## src/rtl/tx_dqpsk_modulator.sv

```systemverilog
// ---------------------------------------------------------------------------
// tx_dqpsk_modulator
//   Turns a byte stream into 24-bit complex baseband samples {I[11:0], Q[11:0]}.
//   Each frame starts with a run of preamble symbols (dibit 2'b11). The payload
//   dibits follow, MSB dibit first. Symbols are differentially encoded as
//   Gray-coded phase increments, so a receiver can ignore any 90-degree carrier
//   rotation. Every symbol is held for SPS output samples.
//
// Ports
//   clk        system clock
//   rst        asynchronous, active-high reset
//   in_valid   payload byte valid
//   in_data    payload byte
//   in_last    final byte of the frame
//   in_ready   byte accepted when in_valid && in_ready
//   out_valid  sample valid
//   out_data   {I, Q} sample, I in [23:12]
//   out_ready  sample taken when out_valid && out_ready
//   underrun   1-cycle pulse: a byte was needed mid-frame and none was offered
//
// state     | meaning
// ----------+-----------------------------------------------------------
// S_IDLE    | no frame; waiting for the first byte
// S_PREAMBLE| emitting PREAMBLE_SYMS symbols of dibit 2'b11
// S_DATA    | emitting the 4 dibits of the latched byte
// S_WAIT    | underrun mid-frame; phase held until the next byte arrives
// ---------------------------------------------------------------------------
module tx_dqpsk_modulator #(
  parameter int SPS           = 4,
  parameter int PREAMBLE_SYMS = 16,
  parameter int AMP           = 1024
) (
  input  logic        clk,
  input  logic        rst,
  input  logic        in_valid,
  input  logic [7:0]  in_data,
  input  logic        in_last,
  output logic        in_ready,
  output logic        out_valid,
  output logic [23:0] out_data,
  input  logic        out_ready,
  output logic        underrun
);

  localparam int SW = (SPS > 1) ? $clog2(SPS) : 1;
  localparam int PW = (PREAMBLE_SYMS > 1) ? $clog2(PREAMBLE_SYMS) : 1;
  // sym_cnt is shared by the preamble and the data phase, so it must hold 0..3 too.
  localparam int CW = (PW > 2) ? PW : 2;

  localparam logic [SW-1:0] SAMP_LAST = SW'(SPS - 1);
  localparam logic [CW-1:0] PRE_LAST  = CW'(PREAMBLE_SYMS - 1);
  localparam logic [CW-1:0] DATA_LAST = CW'(3);
  localparam logic [11:0]   POS_AMP   = 12'(AMP);
  localparam logic [11:0]   NEG_AMP   = 12'(-AMP);
  localparam logic [1:0]    PRE_DIBIT = 2'b11;

  typedef enum logic [1:0] {S_IDLE, S_PREAMBLE, S_DATA, S_WAIT} state_t;

  state_t          state, state_nxt;
  logic [1:0]      phase, phase_nxt;
  logic [SW-1:0]   samp_cnt, samp_nxt;
  logic [CW-1:0]   sym_cnt, sym_nxt;
  logic [7:0]      byte_q, byte_nxt;
  logic            last_q, last_nxt;
  logic            underrun_q, underrun_nxt;
  logic            in_ready_c;
  logic            out_hs;
  logic            samp_last;
  logic [11:0]     i_val, q_val;

  // Gray map: adjacent dibits differ by one bit and by one quarter turn.
  function automatic logic [1:0] gray_inc(input logic [1:0] dibit);
    logic [1:0] inc;
    case (dibit)
      2'b00:   inc = 2'd0;
      2'b01:   inc = 2'd1;
      2'b11:   inc = 2'd2;
      default: inc = 2'd3;
    endcase
    return inc;
  endfunction

  function automatic logic [1:0] dibit_of(input logic [7:0] b, input logic [1:0] idx);
    logic [1:0] d;
    case (idx)
      2'd0:    d = b[7:6];
      2'd1:    d = b[5:4];
      2'd2:    d = b[3:2];
      default: d = b[1:0];
    endcase
    return d;
  endfunction

  assign out_valid = (state == S_PREAMBLE) || (state == S_DATA);
  assign out_hs    = out_valid && out_ready;
  assign samp_last = (samp_cnt == SAMP_LAST);
  assign in_ready  = in_ready_c && !rst;
  assign underrun  = underrun_q;

  // I is negative for phases 1 and 2, Q for phases 2 and 3.
  assign i_val    = (phase[1] ^ phase[0]) ? NEG_AMP : POS_AMP;
  assign q_val    = phase[1] ? NEG_AMP : POS_AMP;
  assign out_data = out_valid ? {i_val, q_val} : 24'd0;

  always_ff @(posedge clk or posedge rst) begin
    if (rst) begin
      state      <= S_IDLE;
      phase      <= 2'd0;
      samp_cnt   <= '0;
      sym_cnt    <= '0;
      byte_q     <= 8'd0;
      last_q     <= 1'b0;
      underrun_q <= 1'b0;
    end else begin
      state      <= state_nxt;
      phase      <= phase_nxt;
      samp_cnt   <= samp_nxt;
      sym_cnt    <= sym_nxt;
      byte_q     <= byte_nxt;
      last_q     <= last_nxt;
      underrun_q <= underrun_nxt;
    end
  end

  // phase always holds the phase of the symbol currently on out_data, so the
  // increment for a new symbol is applied as that symbol is entered.
  always_comb begin
    state_nxt    = state;
    phase_nxt    = phase;
    samp_nxt     = samp_cnt;
    sym_nxt      = sym_cnt;
    byte_nxt     = byte_q;
    last_nxt     = last_q;
    underrun_nxt = 1'b0;
    in_ready_c   = 1'b0;

    case (state)
      S_IDLE: begin
        in_ready_c = 1'b1;
        if (in_valid) begin
          byte_nxt  = in_data;
          last_nxt  = in_last;
          phase_nxt = gray_inc(PRE_DIBIT);
          samp_nxt  = '0;
          sym_nxt   = '0;
          state_nxt = S_PREAMBLE;
        end
      end

      S_PREAMBLE: begin
        if (out_hs) begin
          if (!samp_last) begin
            samp_nxt = samp_cnt + SW'(1);
          end else begin
            samp_nxt = '0;
            if (sym_cnt == PRE_LAST) begin
              sym_nxt   = '0;
              phase_nxt = phase + gray_inc(dibit_of(byte_q, 2'd0));
              state_nxt = S_DATA;
            end else begin
              sym_nxt   = sym_cnt + CW'(1);
              phase_nxt = phase + gray_inc(PRE_DIBIT);
            end
          end
        end
      end

      S_DATA: begin
        if (out_hs) begin
          if (!samp_last) begin
            samp_nxt = samp_cnt + SW'(1);
          end else begin
            samp_nxt = '0;
            if (sym_cnt != DATA_LAST) begin
              sym_nxt   = sym_cnt + CW'(1);
              phase_nxt = phase + gray_inc(dibit_of(byte_q, sym_cnt[1:0] + 2'd1));
            end else begin
              sym_nxt = '0;
              if (last_q) begin
                state_nxt = S_IDLE;
              end else begin
                // Only here does in_ready depend on out_ready: the next byte is
                // taken in the same cycle as the final sample, leaving no gap.
                in_ready_c = 1'b1;
                if (in_valid) begin
                  byte_nxt  = in_data;
                  last_nxt  = in_last;
                  phase_nxt = phase + gray_inc(in_data[7:6]);
                end else begin
                  underrun_nxt = 1'b1;
                  state_nxt    = S_WAIT;
                end
              end
            end
          end
        end
      end

      S_WAIT: begin
        in_ready_c = 1'b1;
        if (in_valid) begin
          byte_nxt  = in_data;
          last_nxt  = in_last;
          phase_nxt = phase + gray_inc(in_data[7:6]);
          samp_nxt  = '0;
          sym_nxt   = '0;
          state_nxt = S_DATA;
        end
      end

      default: state_nxt = S_IDLE;
    endcase
  end

endmodule

```

## config.mk

```make
export PLATFORM = sky130hd
export DESIGN_NAME = tx_dqpsk_modulator
export DESIGN_NICKNAME = d
export VERILOG_FILES = /design/src/rtl/tx_dqpsk_modulator.sv
export SDC_FILE = /design/constraint.sdc
export NUM_CORES = 1
export LEC_CHECK = 0
export CAP_MARGIN = 0
export CORE_ASPECT_RATIO = 1.75
export CORE_MARGIN = 2
export CORE_UTILIZATION = 40
export DETAILED_ROUTE_END_ITERATION = 7
export PLACE_DENSITY = 0.7
export SYNTH_ARGS = -nofsm -noshare
export SYNTH_HDL_FRONTEND = slang
export SYNTH_SLANG_ARGS = --single-unit
```

## constraint.sdc

```tcl
create_clock -name clk -period 2.6 [get_ports clk]
set_clock_uncertainty 0.2 [all_clocks]
set_input_delay 0.39 -clock clk [delete_from_list [all_inputs] [get_ports clk]]
set_output_delay 0.39 -clock clk [all_outputs]
set_load 0.005 [all_outputs]
```

==> impl_metrics.toml, run 1 <==
[run_status]
outcome = "completed"

[detailed_routing]
via_count = 1288
drc = 0
first_pass_iters = 4
final_antenna_net_count = 0
wl_per_cell_um = 13.3
viasPerCell = 5.03
routed_wirelength_um = 3390
drt-initial-drc-count = 14

[timing]
slew_violations = 0
clock.fmax_ghz = 0.387
period_minus_slack_ps = 2590
tns_ps = 0
finalWorstSetupSlack_ps = 14.7
hold_violations = 0
fin_crit_sh_pct = 99.4
rsz0062_at_grt = "yes"
setup_viol = 0

[clock_network]
cts_tree = "built"
htree_num_levels = 1
cts.path.max_buffers = 2
cts.sinks = 20
numCtsBuffers = 3
insertion_delay_ps = 260
root_buffer = "clkbuf_8"
postCtsHoldBufs = 0
path_clk_slew_ps = 80

[floorplanning]
rows = 31
start_util_pct = 41.7
die-area_um2 = 4850
die_x_um = 53.5
pin_count = 40
coreArea_um2 = 4110
die_h_um = 90.6

[synth]
synth_top_family_by_area = "simple AND/OR/NAND/NOR gates"
synthCells = 176
avgSynthCellArea_um2 = 9.75
yosysTopAreaCell = "dfrtp_1"
yosys-mux-area-fraction_pct = 10.4
yosys.cell_types.count = 50
synth_warnings = 0
synth-seq-cells = 20
synth_flop_cell = "dfrtp_1"
synth-xor-area-share_pct = 3.06
seq_area_frac_synth_pct = 29.2
synthSimpleGateAreaFrac_pct = 15.8
yosys.area.top_type_share_pct = 29.2
synth_edf_count = 0
synth_compound_area_share_pct = 13.1
synthAdderAreaFrac_pct = 14.6
synthesis.area_um2 = 1720
synth.top_cells.by_area = "dfrtp_1 (29%), ha_1 (15%), buf_4 (10%), mux2_4 (6.1%), inv_1 (2.8%)"
synthArstFlopShare_pct = 100

[global_routing]
grt_antenna_before_repair = 0
grt_pass1_vias = 1290
grt_usage_pct = 15.0
grtUsageMet1_pct = 15.0
grt_max_degree = 21
globalRoute.totalOverflow = 0
grt_first_pass_wirelength_um = 5470
grt_util_met3_pct = 1.49
grt_busiest_layer = "met2"
grtUsageMet2_pct = 28.9

[worst_setup_path]
crit_type = "reg -> reg"
worstSetupEndpointType = "flip-flop"
critPathMaxFanout = 4
r2r_start = "sym_cnt[0]"
critPathArrivalTime_ps = 2530
crit_path_start_kind = "flip-flop"
critPathRequiredTime_ps = 2540
ff2ff_path_depth = 12
ff2ff_setup_slack_ps = 10
r2r_end = "phase[1]"

[placed_design]
gp_congestion = 0.822
dp_hpwl_um = 2620
dp_slack_ps = -62.7
placed_cells = 247
portBuffers = 19

[cells_and_area]
diodes = 0
area_growth_pct = 20.1
nets = 241
fin_cells = 256
drive_gt1_share_pct = 23.2

[hold_path]
hold_path_startpoint = "samp_cnt[1]"
hold_path_depth = 1
whs_endpoint = "samp_cnt[1]"
min_path_type = "reg -> reg"

[power]
leakage_nw = 1.01
power.density_nw_per_um2 = 1170
ir_worst_vdd_uv = 964

[run]
max_cap_violations = 0
## cell type report
cell class | instances | area (um^2)
inverters | 13 | 48.8
multi-input cells | 136 | 1090
repair buffers | 34 | 302
fillers | 400 | 2050
flip-flops and latches | 20 | 500
well taps | 49 | 61.3
clock buffers | 4 | 55.1
## logic make-up after synthesis
| family | Yosys count |
|---|---|
| AOI/OAI and AO/OA | 32 |
| xor gates and xnor gates | 6 |
| adders and majority gates | 20 |
| buffers and inverters | 39 |
| DFF | 20 |
| muxes | 14 |
| other | 1 |
| and+or+nand+nor | 44 |
## how the worst max path moves through the flow
stage	slack [ps]	start	end
global placement	10	sym_cnt[0]	phase[1]
CTS	-7	sym_cnt[0]	phase[1]
detailed placement	-60	sym_cnt[0]	phase[1]
finish	10	sym_cnt[0]	phase[1]
global route	-220	sym_cnt[0]	phase[1]
floorplan	90	sym_cnt[0]	phase[1]
## worst max-delay path, stage by stage, from the launching register on
cell,delay (ps)
dfrtp_1,420
inv_2,70
ha_4,150
a222oi_1,290
mux2i_1,150
ha_1,310
inv_2,40
ha_4,150
xnor2_2,130
xnor2_1,170
o22ai_1,100
nor3b_1,190
o21ai_1,100
## where the power goes
group	switching [mW]	internal (mW)
combinational	0.735	0.847
sequential	0.145	0.454
clock	0.102	0.135
total	0.982	1.44
## layer usage
layer / share of wire (%) / up-vias
li1: - / 623
met1: 38 / 619
met2: 56 / 38
met3: 3.9 / 8
met4: 2.5 / 0
met5: 0 / -
## through the flow
stage / area [um^2] / power (mW) / util [%] / hold WS, ps
global route: 2060 / 2.64 / 50.1 / 327
finish: 2060 / 2.42 / 50.1 / 317
floorplan: 1790 / 1.67 / - / 154
detailed placement: 1930 / 2.06 / 46.9 / 306
global placement: 1930 / 2.02 / 46.9 / 280
CTS: 2020 / 2.38 / 49.2 / 313
## synthesized netlist by cell type, types with 3 or more instances
library cell,n
a21oi_1,3
buf_4,23
dfrtp_1,20
ha_1,20
inv_1,13
mux2_4,7
mux2i_1,4
nand2_1,8
nand2b_1,3
nand3_1,3
nor2_1,12
nor3b_1,3
o21ai_0,4
o21ai_1,6
xnor2_1,5
## cell usage in the layout, fill, tap and decap left out, types with 2 or more instances in the layout
master,count
ha_1,16
buf_4,15
mux2i_1,4
mux2_4,7
o21ai_1,6
ha_2,2
o22ai_1,2
conb_1,20
nor3_1,2
o21ai_0,4
nor3b_1,3
o21ba_1,2
nand2_1,8
ha_4,2
and2_1,2
dfrtp_1,20
nor2_1,12
nand2b_1,3
mux2_2,2
clkbuf_8,4
inv_2,4
inv_1,9
nand3_1,3
a21oi_1,3
xnor2_1,4
a21o_1,2
clkdlybuf4s50_1,18
## repair_timing
| action | 4_1_cts | 5_1_grt |
|---|---|---|
| setup endpoints to repair | 3 | 4 |
| pin swaps | 8 | 6 |
| setup buffers | 4 | 1 |
| gates resized for setup | 6 | 7 |
## sequential cells by signal, summed over array words and instances, names as in the netlist
signal / cells
phase: 2
state: 2
last_q: 1
samp_cnt: 2
underrun: 1
sym_cnt: 4
byte_q: 8
Note: power is estimated with default switching activity, not from simulation.
==> run 2: changes to the inputs <==
- PLACE_DENSITY: 0.7 -> 0.69
- SETUP_SLACK_MARGIN: unset -> 0.3
==> run 2 against run 1 <==
The run now ends with negative setup slack left. Worst setup slack worse by 55 ps. Final area is 3.9% higher. Largest cell class unchanged. First-iteration DRC count grew to 2.8 times the previous value. Via count is 1.7% higher. Hold slack worse by 12 ps. Count of clock-buffer cells in the layout is 1 lower. Clock power is 11% lower. Highest routed layer unchanged. Sequential share of layout area is 0.92 points lower.
==> impl_metrics.toml, run 2 (same netlist as run 1, synthesis figures left out) <==
[worst_setup_path]
critPathMaxFanout = 4
cp.buffers_inverters = 2
crit_path_start_kind = "flip-flop"
slowest_delay_ps = 410
crit_type = "reg -> reg"
endpoint = "phase[1]"
ff2ff_setup_slack_ps = -40
crit_start = "sym_cnt[0]"
r2r_end = "phase[1]"
path_cells = "inv_2 -> ha_4 -> a222oi_1 -> mux2i_1 -> ha_1 -> inv_2 -> ha_4 -> xnor2_2 -> xnor2_1 -> o22ai_1 -> nor3b_1 -> o21ai_1"
cp_top_family = "adder cells"
slowest_stage = "dfrtp_1"
worstSetupEndpointType = "flip-flop"
r2r_start = "sym_cnt[0]"
critPathArrivalTime_ps = 2590
ff2ff_path_depth = 12
critPathRequiredTime_ps = 2550
path_depth = 12

[cells_and_area]
seqCellArea_um2 = 500
top_regs = "byte_q x8, sym_cnt x4"
regMostFlops = "byte_q"
multi_input_area_um2 = 1130
utilization_pct = 52.1
nets = 248
layout_common_cells = "buf_4 (21), conb_1 (20), dfrtp_1 (20)"
fillers = 397
drive_gt1_share_pct = 28.6
diodes = 0
largest_reg_flops = 8
final_common_cell = "buf_4"
area_growth_pct = 24.9

[timing]
clock.fmax_ghz = 0.379
hold_violations = 0
rsz0062_at_grt = "yes"
period_minus_slack_ps = 2640
slew_violations = 0
setup_viol = 1
finalWorstSetupSlack_ps = -40.8
fin_crit_sh_pct = 102

[run_status]
violations = "negative setup slack"
outcome = "finished with violations"

[global_routing]
grt_antenna_before_repair = 0
grt_max_degree = 21
grt_usage_pct = 15.4
grt_pass1_vias = 1309
globalRoute.totalOverflow = 0
grt_first_pass_wirelength_um = 5690

[placed_design]
portBuffers = 19
dp_hpwl_um = 2570
gp_congestion = 0.835

[clock_network]
postCtsHoldBufs = 0
htree_num_levels = 1
insertion_delay_ps = 260
cts.path.max_buffers = 2
numCtsBuffers = 3
root_buffer = "clkbuf_8"
path_clk_slew_ps = 80
cts_tree = "built"
cts.sinks = 20

[detailed_routing]
via_count = 1310
final_antenna_net_count = 0
drc = 0
wl_per_cell_um = 13.5
drt-initial-drc-count = 39
routed_wirelength_um = 3540
first_pass_iters = 4
viasPerCell = 5.00

[power]
ir_worst_vdd_uv = 1140
leakage_nw = 1.07
power.density_nw_per_um2 = 1200
power_mw = 2.57

[hold_path]
min_path_type = "reg -> reg"

[floorplanning]
pin_count = 40
die-area_um2 = 4850
rows = 31
die_x_um = 53.5
coreArea_um2 = 4110
start_util_pct = 41.7
die_h_um = 90.6

[run]
max_cap_violations = 0
## run 2: cell count changes in the layout (fill, tap and decap cells not counted), sizes merged
cell,previous run,this run
dlygate4sd2,1,0
clkdlybuf4s50,18,16
clkbuf,4,3
dlymetal6s2s,0,2
buf,15,23
## run 2: what timing repair did
action | 4_1_cts | 5_1_grt
cloned | 0 | 0
gates resized for setup | 14 | 9
endpoints found under the setup margin | 8 | 16
setup buffers | 7 | 4
pin swaps | 10 | 1
## run 2: area by class of cell
class                      count  area share, %
timing repair buffer          41           16.8
tap                           49           2.86
sequential                    20           23.4
clock buffer                   3           1.93
multi-input combinational    136           52.8
inverter                      13           2.28
## run 2: per-layer routing
| layer | wire length, um | share of wire [%] | GRT usage (%) |
|---|---|---|---|
| met1 | 1380 | 39 | 15.3 |
| met2 | 2000 | 57 | 30.9 |
| met5 | 0 | 0 | 0 |
| met3 | 115 | 3.3 | 1.99 |
| met4 | 38 | 1.1 | 3.21 |
## run 2: worst min-delay path by stage
stage	end	cells past startpoint	slack (ps)	startpoint
floorplan	byte_q[0]	1	150	rst
global placement	samp_cnt[1]	1	280	samp_cnt[1]
detailed placement	samp_cnt[1]	1	290	samp_cnt[1]
CTS	samp_cnt[1]	1	310	samp_cnt[1]
global route	samp_cnt[1]	1	320	samp_cnt[1]
finish	samp_cnt[1]	1	310	samp_cnt[1]
## run 2: metrics by stage
stage          cell area (um^2)  worst slack, ps  hold slack [ps]  setup TNS [ps]  instances
5_1_grt                    2140             -237              316            -237        262
2_1_floorplan              1790              112              154               0        195
6_report                   2140            -40.8              305           -40.8        262
4_1_cts                    2090             4.03              307               0        258
3_3_place_gp               1940             2.41              278               0        248
3_5_place_dp               1940            -75.1              288           -75.1        248
## run 2: power breakdown
part | switching, mW | internal (mW)
clock | 0.107 | 0.103
sequential | 0.140 | 0.454
combinational | 0.805 | 0.963
==> run 3: changes to the inputs <==
- CORE_ASPECT_RATIO: 1.75 -> 2
- CTS_BUF_LIST: unset -> sky130_fd_sc_hd__clkbuf_8
==> run 3 against run 2 <==
The flow now finishes without violations. Non-clock buffer count fell by 1. Total power increased by 2.6%. Count of clock-buffer cells in the layout grew 1. Via count grew 2.2%. Final cell count grew 1.1%. Final area rose by 0.99%. Die area is 0.22% higher. Worst setup slack improved by 46 ps. Register-to-register slack better by 50 ps. First-iteration DRC count shrank 26%. Largest cell class unchanged. Highest routed layer unchanged.
==> impl_metrics.toml, run 3 (same netlist as run 1, synthesis figures left out) <==
[run]
max_cap_violations = 0

[timing]
setup_viol = 0
tns_ps = 0
slew_violations = 0
clock.fmax_ghz = 0.385
hold_violations = 0
fin_crit_sh_pct = 99.8
holdWs_ps = 307
finalWorstSetupSlack_ps = 5.39
rsz0062_at_grt = "yes"
period_minus_slack_ps = 2590

[clock_network]
root_buffer = "clkbuf_8"
path_clk_slew_ps = 80
cts.sinks = 20
postCtsHoldBufs = 0
numCtsBuffers = 3
insertion_delay_ps = 260
htree_num_levels = 1
cts_tree = "built"
cts.path.max_buffers = 2

[power]
ir_worst_vdd_uv = 783
internal_power_mw = 1.56
power.density_nw_per_um2 = 1220
swShare_pct = 40.8
p_sw_mw = 1.08
leakage_nw = 1.06
pwr-share-seq_pct = 23.4
pwr-share-clk_pct = 9.3
p_comb_share_pct = 67.2

[floorplanning]
die_x_um = 50.3
pin_count = 40
start_util_pct = 41.5
die_h_um = 96.6
die-area_um2 = 4860
coreArea_um2 = 4130
rows = 33

[placed_design]
dp_hpwl_um = 2590
gp_congestion = 0.818
portBuffers = 19
dp_slack_ps = -15.6

[detailed_routing]
routed_wirelength_um = 3610
via_count = 1339
first_pass_iters = 4
drc = 0
wl_per_cell_um = 13.6
viasPerCell = 5.05
final_antenna_net_count = 0
drt-initial-drc-count = 29

[cells_and_area]
diodes = 0
nets = 247
top_regs = "byte_q x8, sym_cnt x4"
fillers = 387
multi_input_area_um2 = 1140
layout_common_cells = "conb_1 (20), dfrtp_1 (19), buf_4 (18)"
seqCellArea_um2 = 502
final_common_cell = "conb_1"
area_growth_pct = 26.1
largest_reg_flops = 8
regMostFlops = "byte_q"
drive_gt1_share_pct = 30.0

[worst_setup_path]
slowest_stage = "dfrtp_2"
slowest_delay_ps = 420
cp.buffers_inverters = 2
cp_top_family = "adder cells"
critPathMaxFanout = 4
crit_path_start_kind = "flip-flop"
path_cells = "inv_2 -> ha_4 -> a222oi_1 -> mux2i_1 -> ha_1 -> inv_2 -> ha_4 -> xnor2_2 -> xnor2_1 -> o22ai_1 -> nor3b_2 -> o21ai_1"
worstSetupEndpointType = "flip-flop"
critPathRequiredTime_ps = 2550
crit_type = "reg -> reg"
critPathArrivalTime_ps = 2540

[hold_path]
min_path_type = "reg -> reg"

[global_routing]
globalRoute.totalOverflow = 0
grt_usage_pct = 15.6
grt_pass1_vias = 1321
grt_first_pass_wirelength_um = 5950
grt_antenna_before_repair = 0
grt_max_degree = 21

[run_status]
outcome = "completed"
run 3: metal layers:
layer / track usage, % / vias to the layer above / share of wire (%)
met4: 6.86 / 0 / 2.5
met1: 16.5 / 645 / 37
met5: 0 / - / 0
met2: 29.1 / 46 / 55
li1: - / 640 / -
met3: 2.16 / 8 / 5.5
run 3: worst paths after layout:
check                                 start     endpoint  slack [ps]  cells past startpoint
worst min-delay path            samp_cnt[1]  samp_cnt[1]         310                      1
worst max-delay path             sym_cnt[0]     phase[1]           5                     12
min in group asynchronous               rst  samp_cnt[0]         320                      3
worst min register to register  samp_cnt[1]  samp_cnt[1]         310                      1
worst max register to register   sym_cnt[0]     phase[1]           5                     12
max in group asynchronous               rst   sym_cnt[0]        1650                      3
run 3: cell type report:
cell class	instances	area share (%)
multi-input cells	136	52.6
clock buffers	4	2.54
repair buffers	40	16.4
flip-flops and latches	20	23.2
well taps	52	3.01
inverters	13	2.26
run 3: power by group through the flow:
stage / clock, mW / combinational (mW) / sequential [mW]
6_report: 0.246 / 1.77 / 0.619
5_1_grt: 0.264 / 1.99 / 0.637
4_1_cts: 0.250 / 1.71 / 0.611
3_5_place_dp: 0 / 1.46 / 0.612
3_3_place_gp: 0 / 1.43 / 0.611
2_1_floorplan: 0 / 1.12 / 0.559
run 3: repair_timing:
item                       CTS  global route
setup endpoints to repair    8            12
buffers inserted             7             3
resized for setup           19            10
pin swaps                   10             5
run 3: stage by stage:
step           area [um^2]  power [mW]  utilization, %  instances
3_3_place_gp          1940        2.05            47.1        251
3_5_place_dp          1940        2.07            47.1        251
5_1_grt               2160        2.89            52.4        265
6_report              2160        2.64            52.4        265
2_1_floorplan         1790        1.68               -        195
4_1_cts               2110        2.57            51.0        262
